File: src/rtl/nibble_serial_adder.sv
// Nibble-serial operand sequencer around an external combinational 4-bit full adder.
// Adds two 4*NIBBLES-bit operands LSB nibble first, one nibble per clock.
module nibble_serial_adder #(
   parameter int unsigned NIBBLES = 4
) (
   input  logic                 clk,
   input  logic                 rst,
   input  logic                 start,
   input  logic [4*NIBBLES-1:0] a,
   input  logic [4*NIBBLES-1:0] b,
   input  logic                 cin,
   output logic [3:0]           fa_a,
   output logic [3:0]           fa_b,
   output logic                 fa_cin,
   input  logic [3:0]           fa_sum,
   input  logic                 fa_cout,
   output logic                 busy,
   output logic                 done,
   output logic [4*NIBBLES-1:0] sum,
   output logic                 cout
);

   localparam int unsigned W    = 4 * NIBBLES;
   localparam int unsigned IdxW = (NIBBLES > 1) ? $clog2(NIBBLES) : 1;
   localparam logic [IdxW-1:0] LastIdx = IdxW'(NIBBLES - 1);

   typedef enum logic [1:0] {StIdle, StRun, StDone} state_e;

   state_e          state_q;
   logic [W-1:0]    a_q, b_q, work_q, work_next, sum_q;
   logic            cin_q, carry_q, cout_q, busy_q, done_q;
   logic [IdxW-1:0] idx_q;

   // Adder inputs are steered straight from the latched operands; nothing is registered here.
   always_comb begin
      fa_a      = 4'd0;
      fa_b      = 4'd0;
      fa_cin    = 1'b0;
      work_next = work_q;
      if (state_q == StRun) begin
         fa_a   = a_q[4*int'(idx_q) +: 4];
         fa_b   = b_q[4*int'(idx_q) +: 4];
         fa_cin = (idx_q == '0) ? cin_q : carry_q;
         work_next[4*int'(idx_q) +: 4] = fa_sum;
      end
   end

   always_ff @(posedge clk) begin
      if (rst) begin
         state_q <= StIdle;
         a_q     <= '0;
         b_q     <= '0;
         cin_q   <= 1'b0;
         carry_q <= 1'b0;
         idx_q   <= '0;
         work_q  <= '0;
         sum_q   <= '0;
         cout_q  <= 1'b0;
         busy_q  <= 1'b0;
         done_q  <= 1'b0;
      end else begin
         unique case (state_q)
            StIdle: begin
               done_q <= 1'b0;
               if (start) begin
                  a_q     <= a;
                  b_q     <= b;
                  cin_q   <= cin;
                  idx_q   <= '0;
                  busy_q  <= 1'b1;
                  state_q <= StRun;
               end
            end
            StRun: begin
               work_q  <= work_next;
               carry_q <= fa_cout;
               if (idx_q == LastIdx) begin
                  // Final nibble lands directly in the visible result together with its carry.
                  sum_q   <= work_next;
                  cout_q  <= fa_cout;
                  busy_q  <= 1'b0;
                  done_q  <= 1'b1;
                  state_q <= StDone;
               end else begin
                  idx_q <= idx_q + IdxW'(1);
               end
            end
            StDone: begin
               done_q  <= 1'b0;
               state_q <= StIdle;
            end
            default: begin
               busy_q  <= 1'b0;
               done_q  <= 1'b0;
               state_q <= StIdle;
            end
         endcase
      end
   end

   assign busy = busy_q;
   assign done = done_q;
   assign sum  = sum_q;
   assign cout = cout_q;

endmodule

File: config.mk
export PLATFORM = sky130hd
export DESIGN_NAME = nibble_serial_adder
export DESIGN_NICKNAME = d
export VERILOG_FILES = /design/src/rtl/nibble_serial_adder.sv
export SDC_FILE = /design/constraint.sdc
export NUM_CORES = 1
export LEC_CHECK = 0
export BUFFER_PORTS_ARGS = -buffer_cell sky130_fd_sc_hd__buf_4
export CELL_PAD_IN_SITES_DETAIL_PLACEMENT = 0
export CELL_PAD_IN_SITES_GLOBAL_PLACEMENT = 2
export CORE_ASPECT_RATIO = 0.5
export CORE_MARGIN = 5
export CORE_UTILIZATION = 35
export DETAILED_ROUTE_END_ITERATION = 10
export GPL_TIMING_DRIVEN = 0
export HOLD_SLACK_MARGIN = 0.02
export PLACE_DENSITY_LB_ADDON = 0.3
export SYNTH_ARGS = -nofsm -noshare
export SYNTH_HDL_FRONTEND = slang
export SYNTH_SLANG_ARGS = --single-unit
File: constraint.sdc
create_clock -name clk -period 5.8 [get_ports clk]
set_input_delay 0 -clock clk [delete_from_list [all_inputs] [get_ports clk]]
set_output_delay 0 -clock clk [all_outputs]
set_load 0.01 [all_outputs]
Word level (Yosys, flattened, before mapping)

Cells that the tools add are included.

Register bits: 73
Output and inout bits: 28
Logic and storage cells: 48

Add/subtract/negate cells: 2
Equal/unequal tests: 6
Shifts and indexed selects: 4
Muxes and demuxes: 14
Bitwise gates (word level): 2
Reductions and logical operators: 9

Operators with widths:

| operator                                              | number |
|---|---|
| negator 4 -> 33 bit                                   | 1 |
| variable shift 4 x 33 -> 16 bit, first input constant | 1 |
| indexed part select 4 x 33 -> 16 bit                  | 1 |
| indexed part select 16 x 5 -> 4 bit                   | 2 |
| bitwise mux 16 bit                                    | 1 |
| 2-to-1 mux 2 bit                                      | 4 |
| 2-to-1 mux 4 bit                                      | 2 |
| one-hot mux 2 bit (2 select lines)                    | 2 |
| AND reduction 2 bit                                   | 3 |
| AND reduction 3 bit                                   | 2 |
| equality test 2 bit, second input constant            | 2 |
| logical NOT 2 bit                                     | 2 |
| 2-to-1 mux 1 bit                                      | 4 |
| != test 2 bit, second input constant                  | 2 |
| one-hot mux 1 bit (3 select lines)                    | 1 |
| adder 2 x 1 -> 2 bit, second input constant           | 1 |
| equality test 2 x 1 -> 1 bit, second input constant   | 1 |
| != test 2 x 1 -> 1 bit, second input constant         | 1 |
| NOT 1 bit                                             | 2 |
| nonzero test 2 bit                                    | 1 |
| OR reduction 2 bit                                    | 1 |

Logic depth before layout (Yosys ltp)

Gate-level depths: netlist of run 1.

Word-level depth: 3
Mapped depth: 9

Least setup slack after synthesis of run 1

OpenSTA, ideal clock, no wires.

Kind: reg2reg
From: register idx_q[0]
To: register sum_q[0], in the netlist sum[0]
Setup time: 0.132 ns
Arrival time: 1.804 ns
Data required time: 5.668 ns
Slack: 3.864 ns
Stages on the path, launching flop included: 10
Buffers on the path: 4
Cells stage by stage: dfxtp_1 -> buf_6 -> buf_12 -> inv_1 -> ha_1 -> buf_2 -> and4bb_2 -> buf_2 -> a221oi_1 -> nor3_1

Word-level cells in the longest chain between the ends: 3
Elaborated cells between the ends (all ways): 6
Those cells by class: 1 x add/sub; 1 x eq/ne; 2 x shift; 1 x mux; 1 x reduce/logical

RTL lines:

| what                                                                                           | RTL line | source |
|---|---|---|
| start, declared                                                                                | 32       | `logic [IdxW-1:0] idx_q;` |
| start signal, assigned                                                                         | 85       | `idx_q <= idx_q + IdxW'(1);` |
| negator 4 -> 33 bit                                                                            | 44       | `work_next[4*int'(idx_q) +: 4] = fa_sum;` |
| indexed part select 4 x 33 -> 16 bit / variable shift 4 x 33 -> 16 bit (equally long branches) | 44       |  |
| bitwise mux 16 bit                                                                             | 44       |  |
| end signal, assigned                                                                           | 79       | `sum_q <= work_next;` |
| end, declared                                                                                  | 30       | `logic [W-1:0] a_q, b_q, work_q, work_next, sum_q;` |

Several ways; a longest one is shown, not always the timed one.
A chain may end at the register's enable or synchronous reset.

Worst setup path after layout of run 1

From: register idx_q[0]
To: register sum_q[2], in the netlist sum[2]

Same word-level chain as after synthesis.

==> results.cfg, run 1 <==
[outcome]
status = completed

[yosys]
synth_ff_type = dfxtp_1
synth.largest_area_cell = dfxtp_1
syn_area_um2 = 3239
synth_common_cells = 73 x dfxtp_1, 71 x nand2_1, 41 x a21oi_1, 28 x nor2_1, 13 x buf_2
synth_top_cells_by_area = dfxtp_1 45%, nand2_1 8.2%, mux4_1 6.5%
synth_nets = 400
synthArstFlopShare_pct = 0
synth_top_area_share_pct = 45.11
yosysUniqueCellTypes = 39
ys_ff_latch = 73
ys_seq_area_share_pct = 45.11
synth-edff-count = 0
ys_warn_count = 0
yosysMostFrequentCell = dfxtp_1
synthesis.instances = 353
synth_area_per_cell_um2 = 9.177

[placement]
gp_congestion = 0.7756
hpwl_mm = 6.329
io_buffers = 64

[timing]
timing.fmax_mhz = 451.0
rsz0062_at_grt = false
setup_tns_ps = 0
final.period_utilization_pct = 38.23
setup_viol = 0
finClkSkew_ps = 3.311
period_minus_slack_ps = 2217
hold_violations = 0
relSlewSlack_pct = 61.69
whs_ps = 36.27
worst_pin_slew_ps = 574.6
finalMaxSlewViolations = 0

[clock_network]
clk_pin_slew_worst_paths_ps = 50
clkLatencyLatePin_ps = 330
htreeDepth = 3
cts_tree = done
cts.path.max_buffers = 2
cts_made_buffers = 9
clock_sinks = 73
cts_root_buf = clkbuf_16

[global_routing]
first_global_vias = 2884
grt-ovfl-total = 0
grt_max_degree = 12
grt_pass1_wl_mm = 14.34
antenna_found_initial = 0
grt.total_usage_pct = 15.61

[detailed_routing]
drtAntennaViolNets = 0
vias_per_cell = 4.990
post_drt_wl_per_cell_um = 14.97
routed_wl_mm = 8.727
drc_errors = 0
drtIter0Drc = 187
vias = 2909
firstDrtPassIters = 5

[layout]
area_delta_synth_final_pct = 39.01
fin_util_pct = 50.83
antenna_cells = 0
final_nets = 509
drive_gt1_share_pct = 23.61

[flow_run]
drv_cap = 0

[setup_path]
critPathCapture = sum[2]
end_kind = register
cp-start-kind = register
setup.worst_path.class = reg2reg
cp_max_fo = 10
startpoint = idx_q[0]
crit_required_ps = 5990
r2r_start = idx_q[0]
arrival_ps = 2410
r2r-end = sum[2]
r2r_slack_ps = 3580
reg2regPathDepth = 9

[power]
leakage_nw = 1.860
ir_drop_mv = 0.1323
p_per_area_nw_per_um2 = 272.8

[hold_path]
min-delay-path-class = in2reg

[floorplanning]
die_w_um = 146.1
rows = 24
die_h_um = 78.03
dieArea_um2 = 11400
io_pins = 69
start_util_pct = 36.57
core_area_um2 = 8859
## kinds of logic (layout without fill, tap and decap cells)
kind of cell,count (synthesis),count (layout),synth area share [%]
AOI/OAI and AO/OA,76,76,16.26
and+or+nand+nor,155,155,23.56
buffers and inverters,34,147,5.948
muxes,9,9,6.798
adders and majority gates,6,6,2.317
DFF,73,73,45.11
## state kept, by name, indices dropped and copies added, names as in the netlist
name     cells
state_q      2
cout         1
busy         1
sum         16
idx_q        2
cin_q        1
work_q      16
carry_q      1
a_q         16
b_q         16
done         1
## worst min path at each step
stage | from | endpoint | slack (ps) | cells past startpoint
global route | fa_sum[1] | sum[9] | 50 | 3
CTS | start | idx_q[0] | 30 | 4
floorplan | a[0] | a_q[0] | 140 | 2
global placement | b[15] | b_q[15] | 250 | 3
finish | start | idx_q[0] | 40 | 4
detailed placement | b[8] | b_q[8] | 260 | 3
## cell usage in the layout, fill, tap and decap left out, drive strengths merged, types with 6 or more instances in the layout
cell | Yosys | routed
a21oi | 41 | 41
ha | 6 | 6
nor2 | 28 | 28
a22o | 12 | 12
nor2b | 6 | 6
nand2b | 9 | 9
clkbuf | 10 | 22
dfxtp | 73 | 73
a311oi | 12 | 12
and2 | 8 | 8
mux4 | 8 | 8
buf | 21 | 85
nor3 | 9 | 9
dlygate4sd3 | 0 | 34
nand2 | 71 | 71
## final cells by class
type	count	area, um^2
Clock buffer	12	256.5
Fill cell	844	4355
Inverter	3	11.26
Multi-Input combinational cell	246	1585
Timing Repair Buffer	98	820.8
Buffer	31	181.4
Sequential cell	73	1461
Tap cell	117	146.4
Clock inverter	3	40.04
## per-stage QoR
stage	std cells	instance area, um^2	setup WS (ps)	total power [mW]
2_1_floorplan	353	3239	3864	0.6194
3_3_place_gp	534	3866	3604	0.6670
3_5_place_dp	534	3866	3588	0.6705
4_1_cts	583	4503	3577	1.239
5_1_grt	583	4503	3374	1.284
6_report	583	4503	3583	1.228
## report_power, final
part / switching (mW) / total [mW] / leakage (nW) / internal [mW]
clock: 0.199 / 0.552 / 0.148 / 0.352
sequential: 0.00927 / 0.529 / 0.594 / 0.520
combinational: 0.0740 / 0.147 / 1.12 / 0.0733
## worst max-delay path, stage by stage, from the launching register on
cell	delay [ps]
dfxtp_1	410
buf_6	180
buf_12	140
inv_1	70
ha_1	270
buf_2	200
and4bb_2	250
buf_2	160
a221oi_1	300
nor3_1	90
## repair_timing
action / 4_1_cts / 5_1_grt
resized for setup: 0 / 0
setup buffers: 0 / 0
hold buffers: 34 / 0
endpoints found under the hold margin: 35 / 0
## metal layers
metal	track usage, %	vias up	share of wire, %	wire, um
met5	0	-	0	0
met4	5.066	0	1.1	95
met3	4.891	12	5.6	488
met2	24.55	67	46	3978
met1	20.71	1366	48	4165
li1	-	1464	-	-
Note: power is estimated with default switching activity, not from simulation.
==> run 2: changes to the inputs <==
CORE_UTILIZATION = 29   (was 35)
clock period = 2 ns   (was 5.8 ns; I/O delays follow)
==> run 2 against run 1 <==
Global-route usage is 1.7 points lower. Clock skew up 1.4 ps. Via count decreased by 0.10%. Final cell count up 6.3%. First-iteration DRC count decreased by 39%. Critical path depth is 1 lower. Sequential power rose to 2.9 times the previous value. Core utilization decreased by 7.7 points. Worst hold slack better by 11 ps. Critical endpoint is now work_q[11].
==> results.cfg, run 2 (synthesized netlist as in run 1, its figures left out) <==
[clock_network]
clk_pin_slew_worst_paths_ps = 60
cts_made_buffers = 9
clock_sinks = 73
cts_root_buf = clkbuf_16
cts.path.max_buffers = 2
cts_tree = done
htreeDepth = 3
clkLatencyLatePin_ps = 330

[power]
ir_drop_mv = 0.3505
p_sw_share_pct = 22.33
p_int_mw = 2.906
leakage_nw = 1.937
finalPower_mw = 3.741
clkPwrFrac_pct = 46.4
p_per_area_nw_per_um2 = 792.9
p_sw_uw = 835.3
pwr-share-comb_pct = 12.5
seqPwrFrac_pct = 41.0

[setup_path]
startpoint = idx_q[0]
critPathCapture = work_q[11]
cp-start-kind = register
end_kind = register
r2r-end = work_q[11]
crit_required_ps = 2220
r2r_start = idx_q[0]
arrival_ps = 2130
setup.worst_path.class = reg2reg
r2r_slack_ps = 90
cp_max_fo = 10
reg2regPathDepth = 8

[floorplanning]
die_h_um = 84.74
io_pins = 69
start_util_pct = 29.60
dieArea_um2 = 13510
die_w_um = 159.5
rows = 27
core_area_um2 = 10950

[detailed_routing]
vias_per_cell = 4.687
firstDrtPassIters = 4
routed_wl_mm = 9.041
drtIter0Drc = 114
post_drt_wl_per_cell_um = 14.58
drtAntennaViolNets = 0
drc_errors = 0
vias = 2906

[placement]
gp_congestion = 0.7242
io_buffers = 64
placed_area_um2 = 3901
dp_cells = 562
hpwl_mm = 6.329

[hold_path]
min-delay-path-class = in2reg
min_path_cells = 3

[global_routing]
antenna_found_initial = 0
first_global_vias = 2876
grt.total_usage_pct = 13.93
grt_pass1_wl_mm = 15.06
grt_max_degree = 12
grt-ovfl-total = 0

[timing]
period_minus_slack_ps = 1910
setup_viol = 0
rsz0062_at_grt = false
timing.fmax_mhz = 523.6
finalMaxSlewViolations = 0
final.period_utilization_pct = 95.49
hold_violations = 0
finClkSkew_ps = 4.709
relSlewSlack_pct = 61.21
worst_pin_slew_ps = 581.8

[outcome]
status = completed

[layout]
multi_input_area_um2 = 1625
area_delta_synth_final_pct = 45.65
seqCellArea_um2 = 1466
drive_gt1_share_pct = 26.74
design_area_um2 = 4718
fin_util_pct = 43.11
final_nets = 517
antenna_cells = 0
fin_cells = 620
final_common_cell = buf_4
fill_cells = 1135
layout_common_cells = 74 x buf_4, 71 x nand2_1, 71 x dfxtp_1

[flow_run]
drv_cap = 0
==> run 2: how the worst min path moves through the flow <==
stage,from,end
floorplan,a[0],a_q[0]
global placement,b[5],b_q[5]
detailed placement,b[6],b_q[6]
CTS,fa_sum[1],sum[9]
global route,fa_sum[0],work_q[8]
finish,fa_sum[1],sum[9]
==> run 2: timing repair <==
action | 4_1_cts | 5_1_grt
setup endpoints to repair | 29 | 39
pin swaps | 1 | 4
hold buffers | 35 | 0
endpoints found under the hold margin | 36 | 0
gates resized for setup | 11 | 8
buffers inserted | 0 | 8
==> run 2: cell type report <==
class | instances | share of cell area [%]
multi-input cells | 246 | 34.45
flip-flops and latches | 73 | 31.08
repair buffers | 107 | 19.41
clock buffers | 14 | 5.595
plain buffers | 30 | 4.110
well taps | 145 | 3.845
clock inverters | 2 | 1.273
inverters | 3 | 0.2387
==> run 2: metrics by stage <==
stage	hold WS (ps)	setup WS, ps	setup TNS, ps
2_1_floorplan	136.0	64.21	0
3_3_place_gp	253.1	-290.9	-2471
3_5_place_dp	256.2	-306.5	-2374
4_1_cts	33.58	8.472	0
5_1_grt	61.74	28.39	0
6_report	46.88	90.29	0
==> run 2: routing by layer <==
| metal | GRT usage, % | vias up | wire [um] |
|---|---|---|---|
| met3 | 4.414 | 7 | 390 |
| met1 | 19.25 | 1363 | 4569 |
| met5 | 0 | - | 0 |
| met4 | 3.483 | 0 | 89 |
| li1 | - | 1485 | - |
| met2 | 21.13 | 51 | 3992 |
==> run 2: worst max-delay path: stages (launching register included) <==
cell and delay, ps:
dfxtp_4 360, buf_8 120, buf_12 110, inv_1 60, ha_1 300, buf_6 150, and4bb_2 220, and3_2 240
a22o_1 230
==> run 2: power groups by stage <==
stage	clock network, mW	registers [mW]	logic [mW]
after global placement	0	1.56	0.383
after detailed placement	0	1.57	0.386
after global routing	1.86	1.54	0.517
after floorplan	0	1.56	0.238
final	1.74	1.53	0.469
after CTS	1.79	1.53	0.449
==> run 3: changes to the inputs <==
ABC_AREA = 1   (was unset)
CORE_UTILIZATION = 26   (was 29)
==> run 3 against run 2 <==
Final cell count grew 30%. Via count grew 19%. Highest routed layer unchanged. Worst setup slack gained 76 ps. Design area grew 1.6%. Maximum frequency grew 4.1%. Clock power shrank 8%. Critical path depth is the same. Worst hold slack gained 31 ps.
==> results.cfg, run 3 <==
[yosys]
ys_seq_area_share_pct = 42.83
yosysUniqueCellTypes = 20
synth_common_cells = 154 x nor2_1, 90 x nand2_1, 73 x dfxtp_1, 52 x o21ai_0, 51 x inv_1
synth_top_cells_by_area = dfxtp_1 43%, nor2_1 17%, nand2_1 9.9%
synth_ff_type = dfxtp_1
yosysMostFrequentCell = nor2_1
ys_ff_latch = 73
synth_area_per_cell_um2 = 6.562
ys_warn_count = 0
synth_nets = 567
synth.largest_area_cell = dfxtp_1
syn_area_um2 = 3412
synthArstFlopShare_pct = 0
synth-edff-count = 0
synth_top_area_share_pct = 42.83
synthesis.instances = 520

[power]
ir_drop_mv = 0.3637
finalPower_mw = 3.938
seqPwrFrac_pct = 41.0
p_sw_share_pct = 28.28
p_sw_mw = 1.114
p_int_mw = 2.824
leakage_nw = 2.346
clkPwrFrac_pct = 40.7
pwr-share-comb_pct = 18.3
p_per_area_nw_per_um2 = 821.3

[clock_network]
cts_made_buffers = 9
cts.path.max_buffers = 2
clkLatencyLatePin_ps = 340
cts_tree = done
post_cts_buffers = 0
clock_sinks = 73
cts_root_buf = clkbuf_16
clk_pin_slew_worst_paths_ps = 60
htreeDepth = 3

[hold_path]
min_path_cells = 5
min-delay-path-class = in2reg
hp-start = fa_sum[1]
hold_end = sum[1]

[global_routing]
grt_pass1_wl_mm = 17.80
grt-ovfl-total = 0
first_global_vias = 3447
antenna_found_initial = 0
grt.total_usage_pct = 14.44
grt_max_degree = 13

[placement]
io_buffers = 68
hpwl_mm = 7.693
placed_area_um2 = 4135
gp_congestion = 0.7580
dp_cells = 758

[layout]
fin_util_pct = 37.54
final_nets = 681
area_delta_synth_final_pct = 40.52
design_area_um2 = 4795
layout_common_cells = 151 x nor2_1, 90 x nand2_1, 75 x buf_4
final_common_cell = nor2_1
antenna_cells = 0
drive_gt1_share_pct = 18.62
fin_cells = 809

[timing]
setup_viol = 0
hold_violations = 0
period_minus_slack_ps = 1834
finClkSkew_ps = 5.445
relSlewSlack_pct = 62.41
timing.fmax_mhz = 545.2
rsz0062_at_grt = false
worst_pin_slew_ps = 563.8
finalMaxSlewViolations = 0
final.period_utilization_pct = 91.71

[setup_path]
setup.worst_path.class = reg2out
crit_buf_inv = 5
r2r-end = sum[15]
cp_top_family = buffers and inverters
r2r_slack_ps = 260
crit_chain = inv_1 > buf_4 > ha_1 > buf_2 > inv_2 > o21ai_0 > a21oi_1 > buf_4
arrival_ps = 1830
cp-start-kind = register
end_kind = output pin
max_stage_delay_ps = 370
critPathMostFrequentCell = buf_4
cp_max_fo = 12
r2r_start = idx_q[0]
crit_slowest_cell = dfxtp_2
crit_required_ps = 2000
reg2regPathDepth = 10

[detailed_routing]
vias_per_cell = 4.292
drtAntennaViolNets = 0
post_drt_wl_per_cell_um = 13.23
drc_errors = 0
drtIter0Drc = 162
vias = 3472
routed_wl_mm = 10.70
firstDrtPassIters = 5

[floorplanning]
die_w_um = 172.0
io_pins = 69
die_h_um = 91.01
start_util_pct = 26.71
core_area_um2 = 12770
rows = 29
dieArea_um2 = 15650

[flow_run]
drv_cap = 0

[outcome]
status = completed
## run 3: worst min-delay path, cell delays in order
cell and delay [ps]:
buf_4 100, nand4_1 110, nand3_1 90, nand2_1 50, inv_1 40
## run 3: what timing repair did
action	CTS	global route
resized for setup	4	11
endpoints found under the setup margin	31	32
endpoints found under the hold margin	38	0
hold buffers	35	0
## run 3: routing by layer
| layer | wire length [um] | share of wire [%] | vias up | GRT usage (%) |
|---|---|---|---|---|
| li1 | - | - | 1845 | - |
| met1 | 5274 | 49 | 1547 | 19.33 |
| met2 | 4792 | 45 | 74 | 23.15 |
| met3 | 562 | 5.3 | 6 | 3.861 |
| met4 | 71 | 0.66 | 0 | 3.793 |
| met5 | 0 | 0 | - | 0 |
## run 3: how the worst max path moves through the flow
stage / slack, ps / cells after the start / from / endpoint
6_report: 170 / 8 / idx_q[0] / fa_cin
5_1_grt: 20 / 8 / idx_q[0] / fa_cin
4_1_cts: 9 / 8 / idx_q[0] / fa_cin
3_5_place_dp: -180 / 11 / idx_q[0] / work_q[6]
3_3_place_gp: -170 / 11 / idx_q[0] / work_q[6]
2_1_floorplan: 410 / 10 / idx_q[0] / sum[14]
## run 3: cells by family (layout without fill, tap and decap cells)
kind of cell               after synthesis  count (layout)  synth area share [%]
AOI/OAI and AO/OA                       67              67                 9.828
buffers and inverters                   82             201                 10.30
DFF                                     73              73                 42.83
and+or+nand+nor                        292             292                 34.84
adders and majority gates                6               6                 2.200
## run 3: power groups by stage
stage | logic, mW | clock network, mW | registers, mW
global route | 0.836 | 1.73 | 1.63
floorplan | 0.429 | 0 | 1.63
finish | 0.722 | 1.60 | 1.61
CTS | 0.730 | 1.67 | 1.61
global placement | 0.668 | 0 | 1.64
detailed placement | 0.669 | 0 | 1.65
## run 3: final cells by class
| cell class | count | area, um^2 |
|---|---|---|
| sequential | 73 | 1464 |
| fill | 1420 | 7978 |
| clock inverter | 5 | 56.30 |
| multi-input combinational | 365 | 1607 |
| timing repair buffer | 103 | 860.8 |
| tap | 170 | 212.7 |
| buffer | 25 | 142.6 |
| clock buffer | 11 | 232.7 |
| inverter | 57 | 219.0 |
## run 3: stage by stage
stage	setup slack [ps]	setup TNS [ps]	hold WS, ps
after CTS	9.046	0	63.66
after global routing	24.26	0	113.4
after detailed placement	-179.3	-2917	214.2
after global placement	-167.6	-2828	207.5
after floorplan	414.6	0	103.1
final	165.8	0	77.99
